## src/rtl/vram_arbiter_pkg.sv

```systemverilog
// ---------------------------------------------------------------------------
// vram_arbiter_pkg
// Shared constants, types and helpers for the text-mode VRAM arbiter.
//   COLS x ROWS character cells, one DW-bit code per cell, AW-bit address.
//   Clear FSM encoding: IDLE=0, CLEAR=1, DONE=2.
// ---------------------------------------------------------------------------
package vram_arbiter_pkg;

    localparam int COLS       = 70;
    localparam int ROWS       = 30;
    localparam int AW         = 12;
    localparam int DW         = 8;
    localparam int CW         = 7;            // column counter width (COLS <= 127)
    localparam int FIFO_DEPTH = 4;
    localparam int CELLS      = COLS * ROWS;  // 2100

    localparam logic [DW-1:0] FILL_CHAR = 8'h20;

    typedef enum logic [1:0] {
        IDLE  = 2'd0,
        CLEAR = 2'd1,
        DONE  = 2'd2
    } clr_state_e;

    typedef struct packed {
        logic [AW-1:0] addr;
        logic [DW-1:0] data;
    } wr_req_t;

    // Cell address lies inside the visible screen.
    function automatic logic addr_ok(input logic [AW-1:0] a);
        return a < AW'(CELLS);
    endfunction

    // Row index lies inside the screen.
    function automatic logic row_ok(input logic [4:0] row);
        return row < 5'(ROWS);
    endfunction

    // First cell of a row; product never exceeds 29*70 so AW bits suffice.
    function automatic logic [AW-1:0] row_base(input logic [4:0] row);
        return AW'(row) * AW'(COLS);
    endfunction

endpackage

```

## src/rtl/vram_arbiter_if.sv

```systemverilog
// ---------------------------------------------------------------------------
// vram_arbiter_if
// Bundles the three requester ports and the VRAM macro port.
//   slave  : arbiter view (takes requests, drives the RAM)
//   master : requester/RAM view (drives requests, returns read data)
// ---------------------------------------------------------------------------
interface vram_arbiter_if;
    import vram_arbiter_pkg::*;

    // display fetch
    logic          disp_req;
    logic [AW-1:0] disp_addr;
    logic [DW-1:0] disp_data;
    logic          disp_vld;
    // terminal/CPU write
    logic          wr_valid;
    logic          wr_ready;
    logic [AW-1:0] wr_addr;
    logic [DW-1:0] wr_data;
    // row clear
    logic          clr_start;
    logic [4:0]    clr_row;
    logic          clr_busy;
    logic          clr_done;
    // VRAM macro
    logic          ram_en;
    logic          ram_we;
    logic [AW-1:0] ram_addr;
    logic [DW-1:0] ram_wdata;
    logic [DW-1:0] ram_rdata;

    modport slave (
        input  disp_req, disp_addr, wr_valid, wr_addr, wr_data,
               clr_start, clr_row, ram_rdata,
        output disp_data, disp_vld, wr_ready, clr_busy, clr_done,
               ram_en, ram_we, ram_addr, ram_wdata
    );

    modport master (
        output disp_req, disp_addr, wr_valid, wr_addr, wr_data,
               clr_start, clr_row, ram_rdata,
        input  disp_data, disp_vld, wr_ready, clr_busy, clr_done,
               ram_en, ram_we, ram_addr, ram_wdata
    );

endinterface

```

## src/rtl/vram_wr_fifo.sv

```systemverilog
// ---------------------------------------------------------------------------
// vram_wr_fifo
// Generic synchronous FIFO, asynchronous active-low reset.
//   i_clk, i_rst_n        : clock / reset
//   i_push, i_wdata       : write side (ignored when full unless popping)
//   o_full                : registered-state full flag
//   i_pop, o_rdata        : read side, o_rdata is the current head
//   o_empty               : no entries
// ---------------------------------------------------------------------------
module vram_wr_fifo #(
    parameter int WIDTH = 8,
    parameter int DEPTH = 4
) (
    input  logic             i_clk,
    input  logic             i_rst_n,
    input  logic             i_push,
    input  logic [WIDTH-1:0] i_wdata,
    output logic             o_full,
    input  logic             i_pop,
    output logic [WIDTH-1:0] o_rdata,
    output logic             o_empty
);
    localparam int PW   = (DEPTH > 1) ? $clog2(DEPTH) : 1;
    localparam int CNTW = $clog2(DEPTH + 1);

    logic [WIDTH-1:0] r_mem [DEPTH];
    logic [PW-1:0]    r_wptr, r_rptr;
    logic [CNTW-1:0]  r_cnt;
    logic             w_push, w_pop;

    function automatic logic [PW-1:0] nxt(input logic [PW-1:0] p);
        return (p == PW'(DEPTH - 1)) ? '0 : p + PW'(1);
    endfunction

    assign o_full  = (r_cnt == CNTW'(DEPTH));
    assign o_empty = (r_cnt == '0);
    assign o_rdata = r_mem[r_rptr];
    assign w_pop   = i_pop & ~o_empty;
    // a pop in the same cycle frees the slot a full-FIFO push needs
    assign w_push  = i_push & (~o_full | w_pop);

    always_ff @(posedge i_clk or negedge i_rst_n) begin
        if (!i_rst_n) begin
            r_wptr <= '0;
            r_rptr <= '0;
            r_cnt  <= '0;
        end else begin
            if (w_push) r_wptr <= nxt(r_wptr);
            if (w_pop)  r_rptr <= nxt(r_rptr);
            case ({w_push, w_pop})
                2'b10:   r_cnt <= r_cnt + CNTW'(1);
                2'b01:   r_cnt <= r_cnt - CNTW'(1);
                default: r_cnt <= r_cnt;
            endcase
        end
    end

    always_ff @(posedge i_clk) begin
        if (w_push) r_mem[r_wptr] <= i_wdata;
    end

endmodule

```

## src/rtl/vram_arbiter.sv

```systemverilog
// ---------------------------------------------------------------------------
// vram_arbiter
// Schedules the single-port character VRAM between display fetch (always
// wins), the CPU write port and the row-clear engine (these two alternate
// round-robin when both are pending).
//   pclk  : pixel clock, rising edge
//   reset : asynchronous, active-low
//   bus   : vram_arbiter_if.slave (display, write, clear and RAM ports)
// Build option VRAM_WR_FIFO_EN: buffer CPU writes in a FIFO_DEPTH FIFO with
// wr_ready = !full; otherwise the handshake is direct and combinational.
// ---------------------------------------------------------------------------
module vram_arbiter
    import vram_arbiter_pkg::*;
(
    input  logic           pclk,
    input  logic           reset,
    vram_arbiter_if.slave  bus
);
    clr_state_e    r_state, w_state_nxt;
    logic [AW-1:0] r_base;
    logic [CW-1:0] r_col;
    logic          r_rr_last;
    logic [1:0]    r_vld_pipe;
    logic          r_disp_ok;
    logic [DW-1:0] r_disp_data;

    logic          w_wr_pend, w_clr_pend, w_clr_load;
    logic          w_disp_gnt, w_wr_gnt, w_clr_gnt;
    wr_req_t       w_wr_req;

`ifdef VRAM_WR_FIFO_EN
    wr_req_t w_fifo_in, w_fifo_head;
    logic    w_fifo_full, w_fifo_empty;

    assign w_fifo_in   = '{addr: bus.wr_addr, data: bus.wr_data};
    assign bus.wr_ready = reset & ~w_fifo_full;

    vram_wr_fifo #(.WIDTH($bits(wr_req_t)), .DEPTH(FIFO_DEPTH)) u_wr_fifo (
        .i_clk   (pclk),
        .i_rst_n (reset),
        .i_push  (bus.wr_valid & bus.wr_ready),
        .i_wdata (w_fifo_in),
        .o_full  (w_fifo_full),
        .i_pop   (w_wr_gnt),
        .o_rdata (w_fifo_head),
        .o_empty (w_fifo_empty)
    );

    assign w_wr_pend = ~w_fifo_empty;
    assign w_wr_req  = w_fifo_head;
`else
    assign w_wr_pend    = bus.wr_valid;
    assign w_wr_req     = '{addr: bus.wr_addr, data: bus.wr_data};
    assign bus.wr_ready = w_wr_gnt;
`endif

    // Grants are gated by reset so every output reads 0 while it is held.
    assign w_clr_pend = (r_state == CLEAR);
    assign w_disp_gnt = reset & bus.disp_req;
    assign w_wr_gnt   = reset & ~bus.disp_req & w_wr_pend  & (~w_clr_pend | ~r_rr_last);
    assign w_clr_gnt  = reset & ~bus.disp_req & w_clr_pend & (~w_wr_pend  |  r_rr_last);

    // RAM port mux; out-of-range addresses keep the RAM idle.
    always_comb begin
        bus.ram_en    = 1'b0;
        bus.ram_we    = 1'b0;
        bus.ram_addr  = '0;
        bus.ram_wdata = '0;
        if (w_disp_gnt) begin
            if (addr_ok(bus.disp_addr)) begin
                bus.ram_en   = 1'b1;
                bus.ram_addr = bus.disp_addr;
            end
        end else if (w_wr_gnt) begin
            if (addr_ok(w_wr_req.addr)) begin
                bus.ram_en    = 1'b1;
                bus.ram_we    = 1'b1;
                bus.ram_addr  = w_wr_req.addr;
                bus.ram_wdata = w_wr_req.data;
            end
        end else if (w_clr_gnt) begin
            bus.ram_en    = 1'b1;
            bus.ram_we    = 1'b1;
            bus.ram_addr  = r_base + AW'(r_col);
            bus.ram_wdata = FILL_CHAR;
        end
    end

    // Clear FSM: next state and status outputs.
    always_comb begin
        w_state_nxt  = r_state;
        w_clr_load   = 1'b0;
        bus.clr_busy = 1'b0;
        bus.clr_done = 1'b0;
        case (r_state)
            IDLE: begin
                if (bus.clr_start) begin
                    if (row_ok(bus.clr_row)) begin
                        w_state_nxt = CLEAR;
                        w_clr_load  = 1'b1;
                    end else begin
                        w_state_nxt = DONE;
                    end
                end
            end
            CLEAR: begin
                bus.clr_busy = 1'b1;
                if (w_clr_gnt && r_col == CW'(COLS - 1)) w_state_nxt = DONE;
            end
            DONE: begin
                bus.clr_busy = 1'b1;
                bus.clr_done = 1'b1;
                w_state_nxt  = IDLE;
            end
            default: w_state_nxt = IDLE;
        endcase
    end

    always_ff @(posedge pclk or negedge reset) begin
        if (!reset) r_state <= IDLE;
        else        r_state <= w_state_nxt;
    end

    always_ff @(posedge pclk or negedge reset) begin
        if (!reset) begin
            r_base <= '0;
            r_col  <= '0;
        end else if (w_clr_load) begin
            r_base <= row_base(bus.clr_row);
            r_col  <= '0;
        end else if (w_clr_gnt) begin
            r_col  <= r_col + CW'(1);
        end
    end

    // rr_last moves only on a contested grant; 1 means clear goes next.
    always_ff @(posedge pclk or negedge reset) begin
        if (!reset)                                    r_rr_last <= 1'b0;
        else if (w_wr_pend && w_clr_pend && (w_wr_gnt || w_clr_gnt)) r_rr_last <= w_wr_gnt;
    end

    // Display return: stage 0 waits for the RAM, stage 1 holds registered data.
    always_ff @(posedge pclk or negedge reset) begin
        if (!reset) begin
            r_vld_pipe  <= '0;
            r_disp_ok   <= 1'b0;
            r_disp_data <= '0;
        end else begin
            r_vld_pipe[0] <= w_disp_gnt;
            r_disp_ok     <= addr_ok(bus.disp_addr);
            r_vld_pipe[1] <= r_vld_pipe[0];
            if (r_vld_pipe[0]) r_disp_data <= r_disp_ok ? bus.ram_rdata : '0;
        end
    end

    assign bus.disp_vld  = r_vld_pipe[1];
    assign bus.disp_data = r_disp_data;

endmodule

```

## src/flat_wrapper.sv

```systemverilog
// flat-port wrapper written by rule: the top's interface ports become plain ports
module vram_arbiter_flat import vram_arbiter_pkg::*;
  (pclk, reset, bus_disp_req, bus_disp_addr, bus_wr_valid, bus_wr_addr, bus_wr_data, bus_clr_start, bus_clr_row, bus_ram_rdata, bus_disp_data, bus_disp_vld, bus_wr_ready, bus_clr_busy, bus_clr_done, bus_ram_en, bus_ram_we, bus_ram_addr, bus_ram_wdata);
  vram_arbiter_if bus_i ();
  input  logic pclk;
  input  logic reset;
  input wire logic [$bits(bus_i.disp_req)-1:0] bus_disp_req;
  input wire logic [$bits(bus_i.disp_addr)-1:0] bus_disp_addr;
  input wire logic [$bits(bus_i.wr_valid)-1:0] bus_wr_valid;
  input wire logic [$bits(bus_i.wr_addr)-1:0] bus_wr_addr;
  input wire logic [$bits(bus_i.wr_data)-1:0] bus_wr_data;
  input wire logic [$bits(bus_i.clr_start)-1:0] bus_clr_start;
  input wire logic [$bits(bus_i.clr_row)-1:0] bus_clr_row;
  input wire logic [$bits(bus_i.ram_rdata)-1:0] bus_ram_rdata;
  output wire logic [$bits(bus_i.disp_data)-1:0] bus_disp_data;
  output wire logic [$bits(bus_i.disp_vld)-1:0] bus_disp_vld;
  output wire logic [$bits(bus_i.wr_ready)-1:0] bus_wr_ready;
  output wire logic [$bits(bus_i.clr_busy)-1:0] bus_clr_busy;
  output wire logic [$bits(bus_i.clr_done)-1:0] bus_clr_done;
  output wire logic [$bits(bus_i.ram_en)-1:0] bus_ram_en;
  output wire logic [$bits(bus_i.ram_we)-1:0] bus_ram_we;
  output wire logic [$bits(bus_i.ram_addr)-1:0] bus_ram_addr;
  output wire logic [$bits(bus_i.ram_wdata)-1:0] bus_ram_wdata;
  assign bus_i.disp_req = bus_disp_req;
  assign bus_i.disp_addr = bus_disp_addr;
  assign bus_i.wr_valid = bus_wr_valid;
  assign bus_i.wr_addr = bus_wr_addr;
  assign bus_i.wr_data = bus_wr_data;
  assign bus_i.clr_start = bus_clr_start;
  assign bus_i.clr_row = bus_clr_row;
  assign bus_i.ram_rdata = bus_ram_rdata;
  assign bus_disp_data = bus_i.disp_data;
  assign bus_disp_vld = bus_i.disp_vld;
  assign bus_wr_ready = bus_i.wr_ready;
  assign bus_clr_busy = bus_i.clr_busy;
  assign bus_clr_done = bus_i.clr_done;
  assign bus_ram_en = bus_i.ram_en;
  assign bus_ram_we = bus_i.ram_we;
  assign bus_ram_addr = bus_i.ram_addr;
  assign bus_ram_wdata = bus_i.ram_wdata;
  vram_arbiter u_core (.pclk(pclk), .reset(reset), .bus(bus_i));
endmodule
```

## config.mk

```make
export PLATFORM = sky130hd
export DESIGN_NAME = vram_arbiter_flat
export DESIGN_NICKNAME = d
export VERILOG_FILES = /design/src/rtl/vram_arbiter_pkg.sv /design/src/rtl/vram_arbiter_if.sv /design/src/rtl/vram_wr_fifo.sv /design/src/rtl/vram_arbiter.sv /design/src/flat_wrapper.sv
export SDC_FILE = /design/constraint.sdc
export NUM_CORES = 1
export LEC_CHECK = 0
export CAP_MARGIN = 30
export CORE_MARGIN = 10
export CORE_UTILIZATION = 37
export DETAILED_ROUTE_END_ITERATION = 8
export MAX_ROUTING_LAYER = met4
export PLACE_DENSITY_LB_ADDON = 0.2
export SYNTH_ARGS = -nofsm -noshare
export SYNTH_HDL_FRONTEND = slang
export SYNTH_HIERARCHICAL = 1
export SYNTH_SLANG_ARGS = --single-unit
```

## constraint.sdc

```tcl
create_clock -name pclk -period 2.25 [get_ports pclk]
set_input_delay 0.3375 -clock pclk [delete_from_list [all_inputs] [get_ports pclk]]
set_output_delay 0.3375 -clock pclk [all_outputs]
set_load 0.05 [all_outputs]
```

== After elaboration in Yosys (flattened, before gate mapping) ==
Index checks and enable logic that the tools add are counted.

* Bits in registers: 32
* Bits of input ports: 50
* Output and inout port bits: 34
* Word-level logic and storage cells: 65

* Add/sub/neg operators: 2
* Multipliers: 1
* Magnitude comparators: 3
* Equality and inequality tests: 5
* Multiplexer cells: 27
* Bitwise logic cells: 12
* Reductions and logical operators: 8

{| class="wikitable"
|+ Operators by type and width
! operator !! count
|-
| $mux 12 || 5
|-
| $mux 8 || 4
|-
| $lt 12x12->1 const B || 2
|-
| $mux 7 || 2
|-
| $add 12x7->12 || 1
|-
| $mul 5x6->11 const B || 1
|-
| $mux 1 || 11
|-
| $add 7x1->7 const B || 1
|-
| $eq 7x7->1 const B || 1
|-
| $and 1x1->1 || 6
|-
| $mux 2 || 3
|-
| $mux 6 || 1
|-
| $lt 5x5->1 const B || 1
|-
| $ne 2x2->1 const B || 2
|-
| $not 1->1 || 4
|-
| $pmux 2 s2 || 1
|-
| $logic_and 1x1->1 || 3
|-
| $eq 2x1->1 const B || 1
|-
| $eq 2x2->1 const B || 1
|-
| $logic_not 2->1 || 1
|-
| $or 1x1->1 || 2
|-
| $reduce_and 2->1 || 1
|-
| $reduce_bool 2->1 || 1
|-
| $reduce_or 2->1 || 1
|-
| $logic_or 1x1->1 || 1
|}

== Depth between registers and ports, before layout ==
Gate-level depths: netlist (run 1).

* Depth after elaboration: 7
* Depth in mapped cells: 13
* Depth with buffers taken out: 13

== Least setup slack after synthesis (run 1) ==
Ideal clock, no wire load.

* Path kind: reg2out
* Start: reg u_core.r_col[1]
* End: out bus_ram_addr[9]
* Arrival: 2.616 ns
* Data required time: 1.913 ns
* Path slack: -0.704 ns
* Cell stages (with the launch flop): 8
* Buffers on the path: 0
* Cell sequence: dfrtp_1 -> ha_1 -> fa_1 -> a21oi_1 -> o21ai_0 -> o2111ai_1 -> xor2_1 -> o21ai_0

* Longest elaborated chain between the ends: 4

{| class="wikitable"
|+ RTL lines
! what !! RTL line !! source
|-
| start: declaration || vram_arbiter.sv:21 || <nowiki>logic [CW-1:0] r_col;</nowiki>
|-
| start signal: assignment || vram_arbiter.sv:132 || <nowiki>r_col <= r_col + CW'(1);</nowiki>
|-
| $add 12x7->12 || vram_arbiter.sv:84 || <nowiki>bus.ram_addr = r_base + AW'(r_col);</nowiki>
|-
| $mux 12 || vram_arbiter.sv:81 || <nowiki>end else if (w_clr_gnt) begin</nowiki>
|-
| $mux 12 || vram_arbiter.sv:74 || <nowiki>end else if (w_wr_gnt) begin</nowiki>
|-
| $mux 12 || vram_arbiter.sv:69 || <nowiki>if (w_disp_gnt) begin</nowiki>
|-
| end: declaration || flat_wrapper.sv:22 || <nowiki>output wire logic [$bits(bus_i.ram_addr)-1:0] bus_ram_addr;</nowiki>
|}

No other way between the ends.

== Final worst setup path (run 1) ==
* Start: reg u_core.r_base[1]
* End: out bus_ram_addr[7]

* Longest elaborated chain between the ends: 4

{| class="wikitable"
|+ RTL lines
! what !! RTL line !! source
|-
| start: declaration || vram_arbiter.sv:20 || <nowiki>logic [AW-1:0] r_base;</nowiki>
|-
| start signal: assignment || vram_arbiter.sv:129 || <nowiki>r_base <= row_base(bus.clr_row);</nowiki>
|-
| $add 12x7->12 || vram_arbiter.sv:84 ||
|-
| $mux 12 || vram_arbiter.sv:81 ||
|-
| $mux 12 || vram_arbiter.sv:74 ||
|-
| $mux 12 || vram_arbiter.sv:69 ||
|}

No other way between the ends.

==> flow_metrics.env, run 1 <==
export IMPL_status="finished with violations"
export IMPL_violations="negative setup slack"
export IMPL_rows=28
export IMPL_maxCapViolCount=0
export IMPL_use_met3_pct=3.25
export IMPL_clkSinkCount=32
export IMPL_grt_busiest_layer="met2"
export IMPL_numCtsBuffers=5
export IMPL_dieArea_sq_mm=0.00983
export IMPL_crit_family="adder cells"
export IMPL_fin_crit_ns=2.55
export IMPL_worstPathRequired_ns=1.91
export IMPL_portBuffers=83
export IMPL_met1_usage_pct=17.5
export IMPL_antennaDiodeCount=0
export IMPL_wire_per_inst_microns=17.6
export IMPL_clockRootBuffer="clkbuf_8"
export IMPL_routabilityCongestion=0.878
export IMPL_worst_ep_arrival_time_ns=2.21
export IMPL_critPathMaxFanout=2
export IMPL_antenna_found_initial=0
export IMPL_vias=2574
export IMPL_finalSetupViolations=10
export IMPL_max_stage_delay_ns=0.43
export IMPL_ys_async_sr_fraction_pct=100
export IMPL_cts_hold_buf=0
export IMPL_dr_pass1_iters=4
export IMPL_postSynthAreaPerCell_sq_um=8.58
export IMPL_start_util_pct=38.7
export IMPL_area_growth_pct=94.0
export IMPL_slew_violations=0
export IMPL_finalCritPeriodShare_pct=113
export IMPL_crit_slowest_cell="dfrtp_1"
export IMPL_crit_buf_inv=1
export IMPL_grt_first_pass_wirelength_microns=13100
export IMPL_ys_ff_latch=32
export IMPL_clk_pin_slew_ns=0.08
export IMPL_drive_above_1_share_pct=40.5
export IMPL_yosys_cell_types_count=36
export IMPL_first_global_vias=2720
export IMPL_setup_tns_final_ns=-1.92
export IMPL_hold_class="in -> async"
export IMPL_grt_use_total_pct=16.5
export IMPL_hold_violations=0
export IMPL_ant_nets=0
export IMPL_h_tree_depth=2
export IMPL_fin_cells=497
export IMPL_core_sq_mm=0.00599
export IMPL_slew_headroom_pct=66.2
export IMPL_total_power_mw=2.96
export IMPL_cts_buffer_depth=2
export IMPL_worst_ir_drop_vdd_mv=0.863
export IMPL_place_inst=469
export IMPL_drtIter0Drc=87
export IMPL_rsz0062_at_grt="yes"
export IMPL_critPathKind="reg -> out"
export IMPL_p_leak_nw=2.01
export IMPL_cp_depth=8
export IMPL_cts_tree="built"
export IMPL_synth_nets=346
export IMPL_die_h_microns=99.1
export IMPL_yosys_warnings=6
export IMPL_grt_ovfl_total=0
export IMPL_layout_nets=497
export IMPL_synth_ff_type="dfrtp_1"
export IMPL_setup_worst_path_start="u_core/r_base[1]"
export IMPL_reg2reg_to="u_core/r_state[0]"
export IMPL_io_pin_count=84
export IMPL_synth_cell_area_sq_mm=0.00232
export IMPL_hold_slack_ns=0.201
export IMPL_via_per_inst=5.18
export IMPL_dp_hpwl_microns=6290
export IMPL_fin_worst_skew_ns=0.00722
export IMPL_use_met2_pct=30.3
export IMPL_routed_wl_microns=8740
export IMPL_crit_path_start_kind="register"
export IMPL_reg2reg_slack_ns=0.42
export IMPL_rr_startpoint="u_core/r_state[1]"
export IMPL_cp_cell_sequence="ha_4 -> fa_2 -> a21oi_4 -> o21ai_2 -> o21ai_1 -> xor2_1 -> o221ai_4 -> buf_12"
export IMPL_crit_path_end="bus_ram_addr[7]"
export IMPL_layout_setup_ws_ns=-0.301
export IMPL_synth_edff_count=0
export IMPL_critPathCaptureType="primary output"
export IMPL_dieWidth_microns=99.1
export IMPL_grt_start_max_net_pins=21
export IMPL_syn_inst=270
export IMPL_fmax_mhz=392
export IMPL_insertion_delay_ns=0.28
export IMPL_tightest_slew_ns=0.505
export IMPL_drc_errors=0
export IMPL_rr_worst_depth=8
export IMPL_synth_seq_area_share_pct=34.6
export IMPL_cellPowerDensity_mw_per_mm2=659
-- power by group --
part	total, mW	internal [mW]	switching (mW)
registers	0.900	0.717	0.182
clock network	0.449	0.219	0.230
logic	1.61	0.773	0.842
-- placed cells by master (no fill, tap or decap), types with 3 or more instances in the layout --
master           count
o21ai_1              4
buf_6                4
nand3_1             11
buf_4               64
xnor2_1             11
a22oi_1              4
ha_4                 8
clkdlybuf4s50_1     50
buf_12              24
and2_4               8
o21ai_2             12
a21oi_1              7
inv_1               24
nand2_1             34
nor2_1              14
o21ai_0             17
dlymetal6s2s_1       6
a222oi_1             3
clkbuf_8             5
dfrtp_1             31
xor2_1               5
o211ai_1             5
o31ai_4              3
inv_2                4
ha_1                14
nor3_1               3
-- registers in the layout (all words and copies together) (netlist names) --
| register | count |
|---|---|
| u_core/r_state | 2 |
| u_core/bus.disp_data | 8 |
| u_core/r_base | 11 |
| u_core/r_col | 7 |
| u_core/r_vld_pipe | 2 |
| u_core/r_rr_last | 1 |
| u_core/r_disp_ok | 1 |
-- cells by family after synthesis --
family / Yosys count / synth area share, %
buf+inv: 35 / 6.37
fa+ha+maj: 26 / 14.7
compound gates: 71 / 19.3
flops: 32 / 34.6
xor+xnor: 18 / 6.80
simple gates: 88 / 18.3
-- cell usage after synthesis (2+ instances only) --
master | count | area [sq um]
xnor2_1 | 12 | 105
or3_1 | 3 | 18.8
o211ai_1 | 5 | 37.5
o21ai_1 | 2 | 10.0
a222oi_1 | 3 | 30.0
fa_1 | 2 | 40.0
and2_1 | 8 | 50.1
nand2_1 | 37 | 139
clkbuf_1 | 4 | 15.0
nand3_1 | 13 | 65.1
nand2b_1 | 2 | 12.5
a211oi_1 | 2 | 15.0
a22oi_1 | 6 | 45.0
dfrtp_1 | 32 | 801
a31oi_1 | 2 | 12.5
nor2_1 | 16 | 60.1
a21oi_1 | 10 | 50.1
nor3_1 | 5 | 25.0
inv_1 | 28 | 105
o31ai_1 | 3 | 22.5
buf_6 | 2 | 22.5
ha_1 | 24 | 300
xor2_1 | 6 | 52.6
o21ai_0 | 31 | 155
-- area by class of cell --
type / count / area [sq um]
tap: 75 / 93.8
clock inverter: 3 / 23.8
sequential: 32 / 802
clock buffer: 5 / 68.8
timing repair buffer: 151 / 1600
inverter: 28 / 105
multi-input combinational: 203 / 1800
fill: 405 / 1500
-- metal layers --
| layer | wire (microns) | share of wire [%] |
|---|---|---|
| met1 | 3440 | 39 |
| met5 | 0 | 0 |
| met4 | 253 | 2.9 |
| met2 | 4650 | 53 |
| met3 | 397 | 4.5 |
-- how the worst min path moves through the flow --
stage / start / to / slack (ns) / cells past startpoint
after floorplan: reset / u_core/bus.disp_data[0] / 0.04 / 0
after global placement: u_core/r_base[4] / u_core/r_base[4] / 0.47 / 2
after detailed placement: u_core/r_base[6] / u_core/r_base[6] / 0.48 / 2
after CTS: reset / u_core/r_rr_last / 0.18 / 2
after global routing: reset / u_core/r_rr_last / 0.20 / 2
final: reset / u_core/r_rr_last / 0.20 / 2
-- worst reg2reg max path, delay by kind of cell, from the launching register on --
kind | cells | cell delay (ns)
buf+inv | 2 | 0.23
flops | 1 | 0.41
fa+ha+maj | 1 | 0.18
compound gates | 3 | 0.60
simple gates | 2 | 0.32
-- repair_timing --
item	in CTS	in global routing
gates resized for setup	46	51
setup buffers	11	9
pin swaps	25	29
gates cloned	0	1
setup endpoints to repair	27	27
-- per-stage QoR --
stage | setup slack [ns] | cell area [sq um] | utilization (%)
6_report | -0.301 | 4490 | 75.0
5_1_grt | -0.369 | 4490 | 75.0
4_1_cts | -0.294 | 4210 | 70.2
3_5_place_dp | -0.656 | 3860 | 64.4
3_3_place_gp | -0.493 | 3860 | 64.4
2_1_floorplan | -0.0768 | 2370 | -
No activity file was read; power rests on OpenSTA's default activity.
==> inputs of run 2 (changes only) <==
--- a/config.mk
+++ b/config.mk
@@ -7,7 +7,7 @@
 export LEC_CHECK = 0
 export CAP_MARGIN = 30
 export CORE_MARGIN = 10
-export CORE_UTILIZATION = 37
+export CORE_UTILIZATION = 45
 export DETAILED_ROUTE_END_ITERATION = 8
 export MAX_ROUTING_LAYER = met4
 export PLACE_DENSITY_LB_ADDON = 0.2
==> flow_metrics.env, run 2 (synthesis gave the netlist of run 1 again) <==
export IMPL_status="finished with violations"
export IMPL_violations="negative setup slack"
export IMPL_power_switching_mw=1.28
export IMPL_critPathKind="reg -> out"
export IMPL_worst_ir_drop_vdd_mv=0.940
export IMPL_ant_nets=0
export IMPL_clk_pin_slew_ns=0.07
export IMPL_routed_wl_microns=9470
export IMPL_vias=2685
export IMPL_top_register="u_core/r_base"
export IMPL_grt_first_pass_wirelength_microns=14200
export IMPL_core_sq_mm=0.00504
export IMPL_max_stage_delay_ns=0.41
export IMPL_crit_top_cell="o21ai_2"
export IMPL_grt_start_max_net_pins=20
export IMPL_start_util_pct=46.0
export IMPL_cts_hold_buf=0
export IMPL_routabilityCongestion=0.845
export IMPL_layout_setup_ws_ns=-0.297
export IMPL_setup_tns_final_ns=-2.22
export IMPL_p_sw_share_pct=43.0
export IMPL_portBuffers=83
export IMPL_combPwrFrac_pct=53.2
export IMPL_crit_slowest_cell="dfrtp_1"
export IMPL_finalCritPeriodShare_pct=113
export IMPL_die_h_microns=91.8
export IMPL_crit_path_start_kind="register"
export IMPL_wire_per_inst_microns=19.4
export IMPL_h_tree_depth=2
export IMPL_drc_errors=0
export IMPL_largest_register_ffs=11
export IMPL_critPathCaptureType="primary output"
export IMPL_critPathMaxFanout=3
export IMPL_cts_buffer_depth=2
export IMPL_drive_above_1_share_pct=36.4
export IMPL_p_leak_nw=1.94
export IMPL_drtIter0Drc=140
export IMPL_dp_hpwl_microns=6430
export IMPL_grt_use_total_pct=21.4
export IMPL_finalInstanceArea_sq_mm=0.00436
export IMPL_clkSinkCount=32
export IMPL_fin_crit_ns=2.55
export IMPL_tightest_slew_ns=0.516
export IMPL_cellPowerDensity_mw_per_mm2=685
export IMPL_io_pin_count=84
export IMPL_total_power_mw=2.99
export IMPL_worst_ep_arrival_time_ns=2.21
export IMPL_rsz0062_at_grt="yes"
export IMPL_antenna_found_initial=0
export IMPL_dieArea_sq_mm=0.00842
export IMPL_power_internal_mw=1.70
export IMPL_grt_ovfl_total=0
export IMPL_pwr_share_clk_pct=16.7
export IMPL_layout_common_cells="buf_4, clkdlybuf4s50_1, nand2_1, dfrtp_1, inv_1"
export IMPL_mostFrequentLayoutCell="buf_4"
export IMPL_slew_violations=0
export IMPL_slew_headroom_pct=65.5
export IMPL_numCtsBuffers=5
export IMPL_hold_class="in -> async"
export IMPL_area_growth_pct=88.1
export IMPL_cp_cell_sequence="ha_2 -> fa_2 -> a21oi_4 -> o21ai_2 -> o2111ai_1 -> xor2_1 -> o21ai_2 -> buf_12"
export IMPL_placed_cell_area_sq_mm=0.00385
export IMPL_antennaDiodeCount=0
export IMPL_worstPathRequired_ns=1.91
export IMPL_maxCapViolCount=0
export IMPL_crit_family="adder cells"
export IMPL_fin_worst_skew_ns=0.00806
export IMPL_clockRootBuffer="clkbuf_8"
export IMPL_dr_pass1_iters=5
export IMPL_via_per_inst=5.50
export IMPL_insertion_delay_ns=0.31
export IMPL_first_global_vias=2826
export IMPL_rows=26
export IMPL_dieWidth_microns=91.8
export IMPL_seq_power_share_pct=30.2
export IMPL_hold_violations=0
export IMPL_cts_tree="built"
export IMPL_layout_nets=493
export IMPL_crit_buf_inv=1
export IMPL_finalSetupViolations=11
export IMPL_fmax_mhz=393
[run 2: final cells by class]
type                       count  area, sq um
multi-input combinational    203         1720
timing repair buffer         147         1550
fill                         259          684
tap                           70         87.6
clock inverter                 1         7.51
clock buffer                   7         86.3
inverter                      28          105
sequential                    32          802
[run 2: repair_timing]
item | CTS | global route
buffers inserted | 12 | 4
gates resized for setup | 43 | 31
pin swaps | 23 | 19
setup endpoints to repair | 27 | 21
[run 2: power groups by stage]
stage / clock network (mW) / registers [mW] / logic (mW)
after floorplan: 0 / 0.882 / 0.718
after global placement: 0 / 0.847 / 1.26
after detailed placement: 0 / 0.855 / 1.30
after CTS: 0.484 / 0.869 / 1.45
after global routing: 0.520 / 0.911 / 1.69
final: 0.498 / 0.900 / 1.59
[run 2: path summary, 6_finish.rpt]
kind	from	end	slack, ns	depth (start not counted)
worst min-delay path	reset	u_core/r_col[3]	0.29	2
worst min register to register	u_core/r_base[6]	u_core/r_base[6]	0.50	2
max in group asynchronous	reset	u_core/r_base[7]	1.70	2
min in group pclk	u_core/r_base[6]	u_core/r_base[6]	0.50	2
worst max register to register	u_core/r_state[1]	u_core/r_state[0]	0.26	10
worst max-delay path	u_core/r_base[1]	bus_ram_addr[9]	-0.30	8
[run 2: layer usage]
metal,track usage [%],vias up,part of all wire (%)
met5,-,-,0
met4,9.25,0,3.7
met3,4.56,31,5.2
met2,38.6,118,53
met1,22.0,1298,39
li1,-,1238,-
[run 2: through the flow]
| stage | worst slack (ns) | hold WS [ns] | cells | util (%) |
|---|---|---|---|---|
| after detailed placement | -0.613 | 0.477 | 465 | 76.3 |
| after floorplan | -0.0768 | 0.0419 | 270 | - |
| after global routing | -0.351 | 0.329 | 488 | 86.4 |
| after global placement | -0.498 | 0.470 | 465 | 76.3 |
| after CTS | -0.265 | 0.293 | 485 | 83.3 |
| final | -0.297 | 0.293 | 488 | 86.4 |
[run 2: worst register-to-register path, delay by kind of cell, from the launching register on]
kind            cells  cell delay, ns
fa+ha+maj           1            0.17
compound gates      3            0.58
flops               1            0.40
buf+inv             4            0.42
simple gates        2            0.31
==> RTL change 1 (config.mk and constraints of run 1) <==
Make the reset (`reset`) synchronous in 4 clocked blocks. Comments in the files are not updated.
--- a/src/rtl/vram_arbiter.sv
+++ b/src/rtl/vram_arbiter.sv
@@ -116,12 +116,12 @@
         endcase
     end
 
-    always_ff @(posedge pclk or negedge reset) begin
+    always_ff @(posedge pclk) begin
         if (!reset) r_state <= IDLE;
         else        r_state <= w_state_nxt;
     end
 
-    always_ff @(posedge pclk or negedge reset) begin
+    always_ff @(posedge pclk) begin
         if (!reset) begin
             r_base <= '0;
             r_col  <= '0;
@@ -134,13 +134,13 @@
     end
 
     // rr_last moves only on a contested grant; 1 means clear goes next.
-    always_ff @(posedge pclk or negedge reset) begin
+    always_ff @(posedge pclk) begin
         if (!reset)                                    r_rr_last <= 1'b0;
         else if (w_wr_pend && w_clr_pend && (w_wr_gnt || w_clr_gnt)) r_rr_last <= w_wr_gnt;
     end
 
     // Display return: stage 0 waits for the RAM, stage 1 holds registered data.
-    always_ff @(posedge pclk or negedge reset) begin
+    always_ff @(posedge pclk) begin
         if (!reset) begin
             r_vld_pipe  <= '0;
             r_disp_ok   <= 1'b0;
Formal check against the unedited RTL: differs if reset is asserted again (counterexample within 4 cycles, from zero or initial values and one cycle with reset low); with reset held inactive, the same outputs for 10 cycles.
==> RTL change 1 against run 1 <==
- the flow still finishes with violations (setup timing)
- maximum frequency up 2.7%
- wire length down 12%
- synthesized area down 0.22%
- setup slack better by 68 ps
- cell area down 6.9%
- count of clock-buffer cells in the layout up 1
- sequential share of layout area down 2.1 points
- critical path depth unchanged
- sequential cell count unchanged
- highest routed layer unchanged
Power is not compared: it rests on default switching activity, and its combinational part moved more than twofold at a synthesized area within 25%.
==> RTL change 1: results (changes against run 1) <==
Outcome = complete, but fails checks
Violated checks = setup timing
Critical path's top delay family = compound AO/OA/AOI/OAI gates
Slew @ Worst Pin = 516 ps (+11.2 ps)
DRT iter0 DRCs = 99 (+14%)
R2R Path Start = u_core/r_col[1]
Post-DP Area = 3730 um2 (-3.4%)
WL per Instance = 15.8 um (-9.9%)
Crit. Startpoint = u_core/r_base[1]
Setup ws final = -233 ps (+67.7 ps)
Seq group = 649 uW
Layout Nets = 488 (-1.8%)
Net Sw Frac = 31.8%
Gr usage total = 14.9% (-1.7 points)
FF-to-FF setup slack = 720 ps (+300 ps)
FILL cells = 472 (+17%)
First-pass GRT wire length = 11800 um (-9.9%)
Maximum number of pins on one net before global-route repair = 22 (+4.8%)
Placed wire-length estimate = 6020 um (-4.2%)
Sequential-to-total area share from yosys stat = 27.7% (-6.9 points)
Clock Pin Slew Worst Setup and Hold Paths = 60 ps (-20 ps)
Post-CTS Setup Bufs = 2 (-9)
Worst Reg-to-Reg Cells = 8 (unchanged)
FF-to-FF End = u_core/r_state[1]
Dominant cells by area after synthesis = dfxtp_1 (28%), ha_1 (13%), nand2_1 (5.4%)
Reg with most FFs = u_core/r_base
N_diodes = 0 (unchanged)
Hold Path End = u_core/r_base[4]
Layout Skew = 5.77 ps (-1.44 ps)
CTS max path bufs = 2 (unchanged)
Distinct cell type count after synthesis = 46 (+28%)
Worst hold path type = reg -> reg
Async SR Flop Fraction = 0% (-100 points)
Sequential share of power = 34.4%
Pre-CTS setup slack = -418 ps (+237 ps)
Max reg flops = 11 (unchanged)
Area used by multi-input combinational logic = 1810 um2 (+0.84%)
Hold_ws = 495 ps (+293 ps)
CTS Root Cell = clkbuf_8
Share of layout cells above drive strength 1 = 34.4% (-6.1 points)
Synth Area in XOR/XNOR = 8.33% (+1.5 points)
Delay of the slowest cell on the worst path = 360 ps (-70 ps)
Syn Inst Count = 280 (+3.7%)
Synth Net Count = 356 (+2.9%)
Crit path DAT = 2150 ps (-60 ps)
Vias in the first global route = 2428 (-11%)
CP max stage cell = dfxtp_4
Final setup viols = 5 (-5)
Synth top cells by count = nand2_1 (33), dfxtp_1 (32), ha_1 (24), a21oi_1 (18), nor2b_1 (17)
Hold depth = 2
Post-Synth Adder-Cell Area = 14.7% (+0.032 points)
Via density = 5.07 (-2.2%)
CTS Buf Count = 5 (unchanged)
Worst vdd ir = 0.000493 V
Compound-cell area share of the yosys netlist = 21.1% (+1.8 points)
Setup_tns = -719 ps (+1200 ps)
Final RePlAce weighted congestion = 0.892 (+1.5%)
Post-Place Cells = 469 (unchanged)
Vias = 2473 (-3.9%)
## RTL change 1: cell types whose count changed after synthesis, moves of 4 or more
cell	run 1	this run
dfrtp_1	32	0
dfxtp_1	0	32
o21ai_0	31	11
nor2b_1	0	17
inv_1	28	16
a21oi_1	10	18
a21boi_1	0	6
nand3_1	13	8
nand2_1	37	33
o21ai_1	2	6
## RTL change 1: final cells by class
class	count	share of cell area (%)
clock buffer	6	1.73
clock inverter	2	0.837
multi-input combinational	221	43.3
timing repair buffer	135	34.5
sequential	32	15.8
tap	75	2.24
inverter	17	1.58
## RTL change 1: layer usage
| layer | vias to the layer above | GRT usage [%] | routed length (um) |
|---|---|---|---|
| li1 | 1236 | - | - |
| met1 | 1132 | 19.2 | 3720 |
| met2 | 95 | 21.9 | 3350 |
| met3 | 10 | 3.91 | 553 |
| met4 | 0 | 4.74 | 105 |
| met5 | - | - | 0 |
## RTL change 1: tightest hold or removal path: stages, from the launching register on
cell and delay (ps):
dfxtp_1 330, nand2_1 60, a21boi_1 50
==> RTL change 2 (config.mk and constraints of run 1) <==
Without the edit above. Change the package constant `AW` from 12 to 11.
--- a/src/rtl/vram_arbiter_pkg.sv
+++ b/src/rtl/vram_arbiter_pkg.sv
@@ -8,7 +8,7 @@
 
     localparam int COLS       = 70;
     localparam int ROWS       = 30;
-    localparam int AW         = 12;
+    localparam int AW         = 11;
     localparam int DW         = 8;
     localparam int CW         = 7;            // column counter width (COLS <= 127)
     localparam int FIFO_DEPTH = 4;
Ports: changed (resized bus_disp_addr, bus_ram_addr and bus_wr_addr); port bits go from 84 to 81. No check against the original RTL was run, so the function may have changed too.
==> RTL change 2 against run 1 <==
- the run still ends with setup timing left
- clock skew shrank 2.8 ps
- non-clock buffer count shrank 7
- combinational power shrank 14%
- power shrank 8.8%
- cell area shrank 2.8%
- count of clock-buffer cells in the layout grew 1
- utilization shrank 5.4 points
- synthesized area grew 1.9%
- setup slack lost 57 ps
- global-route usage shrank 0.46 points
- sequential cell count shrank 1
- maximum frequency shrank 2.2%
- wire length shrank 9.9%
- highest routed layer unchanged
==> RTL change 2: results (changes against run 1) <==
Outcome = complete, but fails checks
Violated checks = setup timing
First-pass GRT wire length = 13100 um (+0.11%)
Pre-CTS setup slack = -813 ps (-157 ps)
Synth Net Count = 341 (-1.4%)
FILL cells = 459 (+13%)
Setup ws final = -358 ps (-57.0 ps)
#MultiIn Comb = 201 (-0.99%)
Clock buf/inv share = 2.35% (+0.29 points)
Layout Skew = 4.46 ps (-2.76 ps)
M2 GR Usage = 26.3% (-4.0 points)
Post-synthesis mux area share = 1.27% (+1.3 points)
Number of buffers added on ports = 80 (-3.6%)
Pwr dens = 619 nW/um2 (-6.2%)
Final RePlAce weighted congestion = 0.855 (-2.7%)
Distinct cell type count after synthesis = 52 (+44%)
Final setup viols = 11 (+1)
# rows = 29 (+3.6%)
Clock buffers = 6 (+1)
DRT met1 WL = 3560 um (+3.5%)
Max reg flops = 10 (-1)
Clock Pin Slew Worst Setup and Hold Paths = 60 ps (-20 ps)
Met2 WL = 3760 um (-19%)
Compound-cell area share of the yosys netlist = 17.6% (-1.7 points)
Layout Nets = 482 (-3.0%)
Met1 global-route usage = 19.6% (+2.1 points)
Share of layout cells above drive strength 1 = 39.2% (-1.3 points)
Sequential cell area share = 17.8% (-0.085 points)
Syn Inst Count = 267 (-1.1%)
Non-CTS buffers = 144 (-4.6%)
Critical path's top delay family = compound AO/OA/AOI/OAI gates
Leakage power = 0.00193 uW (-3.8%)
CTS resizes = 49 (+6.5%)
Post-Synth Adder-Cell Area = 14.4% (-0.27 points)
Logic inverters = 25 (-11%)
WL per Instance = 16.2 um (-7.7%)
Finished Layout Cells = 485 (-2.4%)
Post-Place Cells = 464 (-1.1%)
Max FO, Critical Path = 3 (+1)
Synth Area in XOR/XNOR = 3.34% (-3.5 points)
Global routing usage on met3 = 3.16% (-0.093 points)
Clk sink count = 31 (-3.1%)
## RTL change 2: cell types whose count changed after synthesis, sizes merged, moves of 6 or more
| cell | run 1 | this run |
|---|---|---|
| nor2 | 16 | 10 |
| o21ai | 33 | 16 |
| nand2 | 37 | 24 |
| a221o | 0 | 6 |
| nor2b | 0 | 6 |
| a21oi | 11 | 5 |
## RTL change 2: report_power, final
part / switching [uW] / leakage, uW / internal [uW] / total (uW)
Sequential: 115 / 0.000409 / 684 / 799
Combinational: 714 / 0.00147 / 662 / 1380
Clock: 202 / 0.0000513 / 324 / 526
Total: 1030 / 0.00193 / 1670 / 2700
## RTL change 2: path summary, 6_finish.rpt
path,startpoint,end,slack [ps],cells past startpoint
min reg2reg,u_core/r_base[5],u_core/r_base[5],510,2
max reg2reg,u_core/r_state[1],u_core/r_state[1],270,9
min,reset,u_core/r_disp_ok,140,2
min in group pclk,u_core/r_base[5],u_core/r_base[5],510,2
max in group asynchronous,reset,u_core/r_base[3],1600,3
max,u_core/r_base[1],bus_ram_addr[8],-360,8
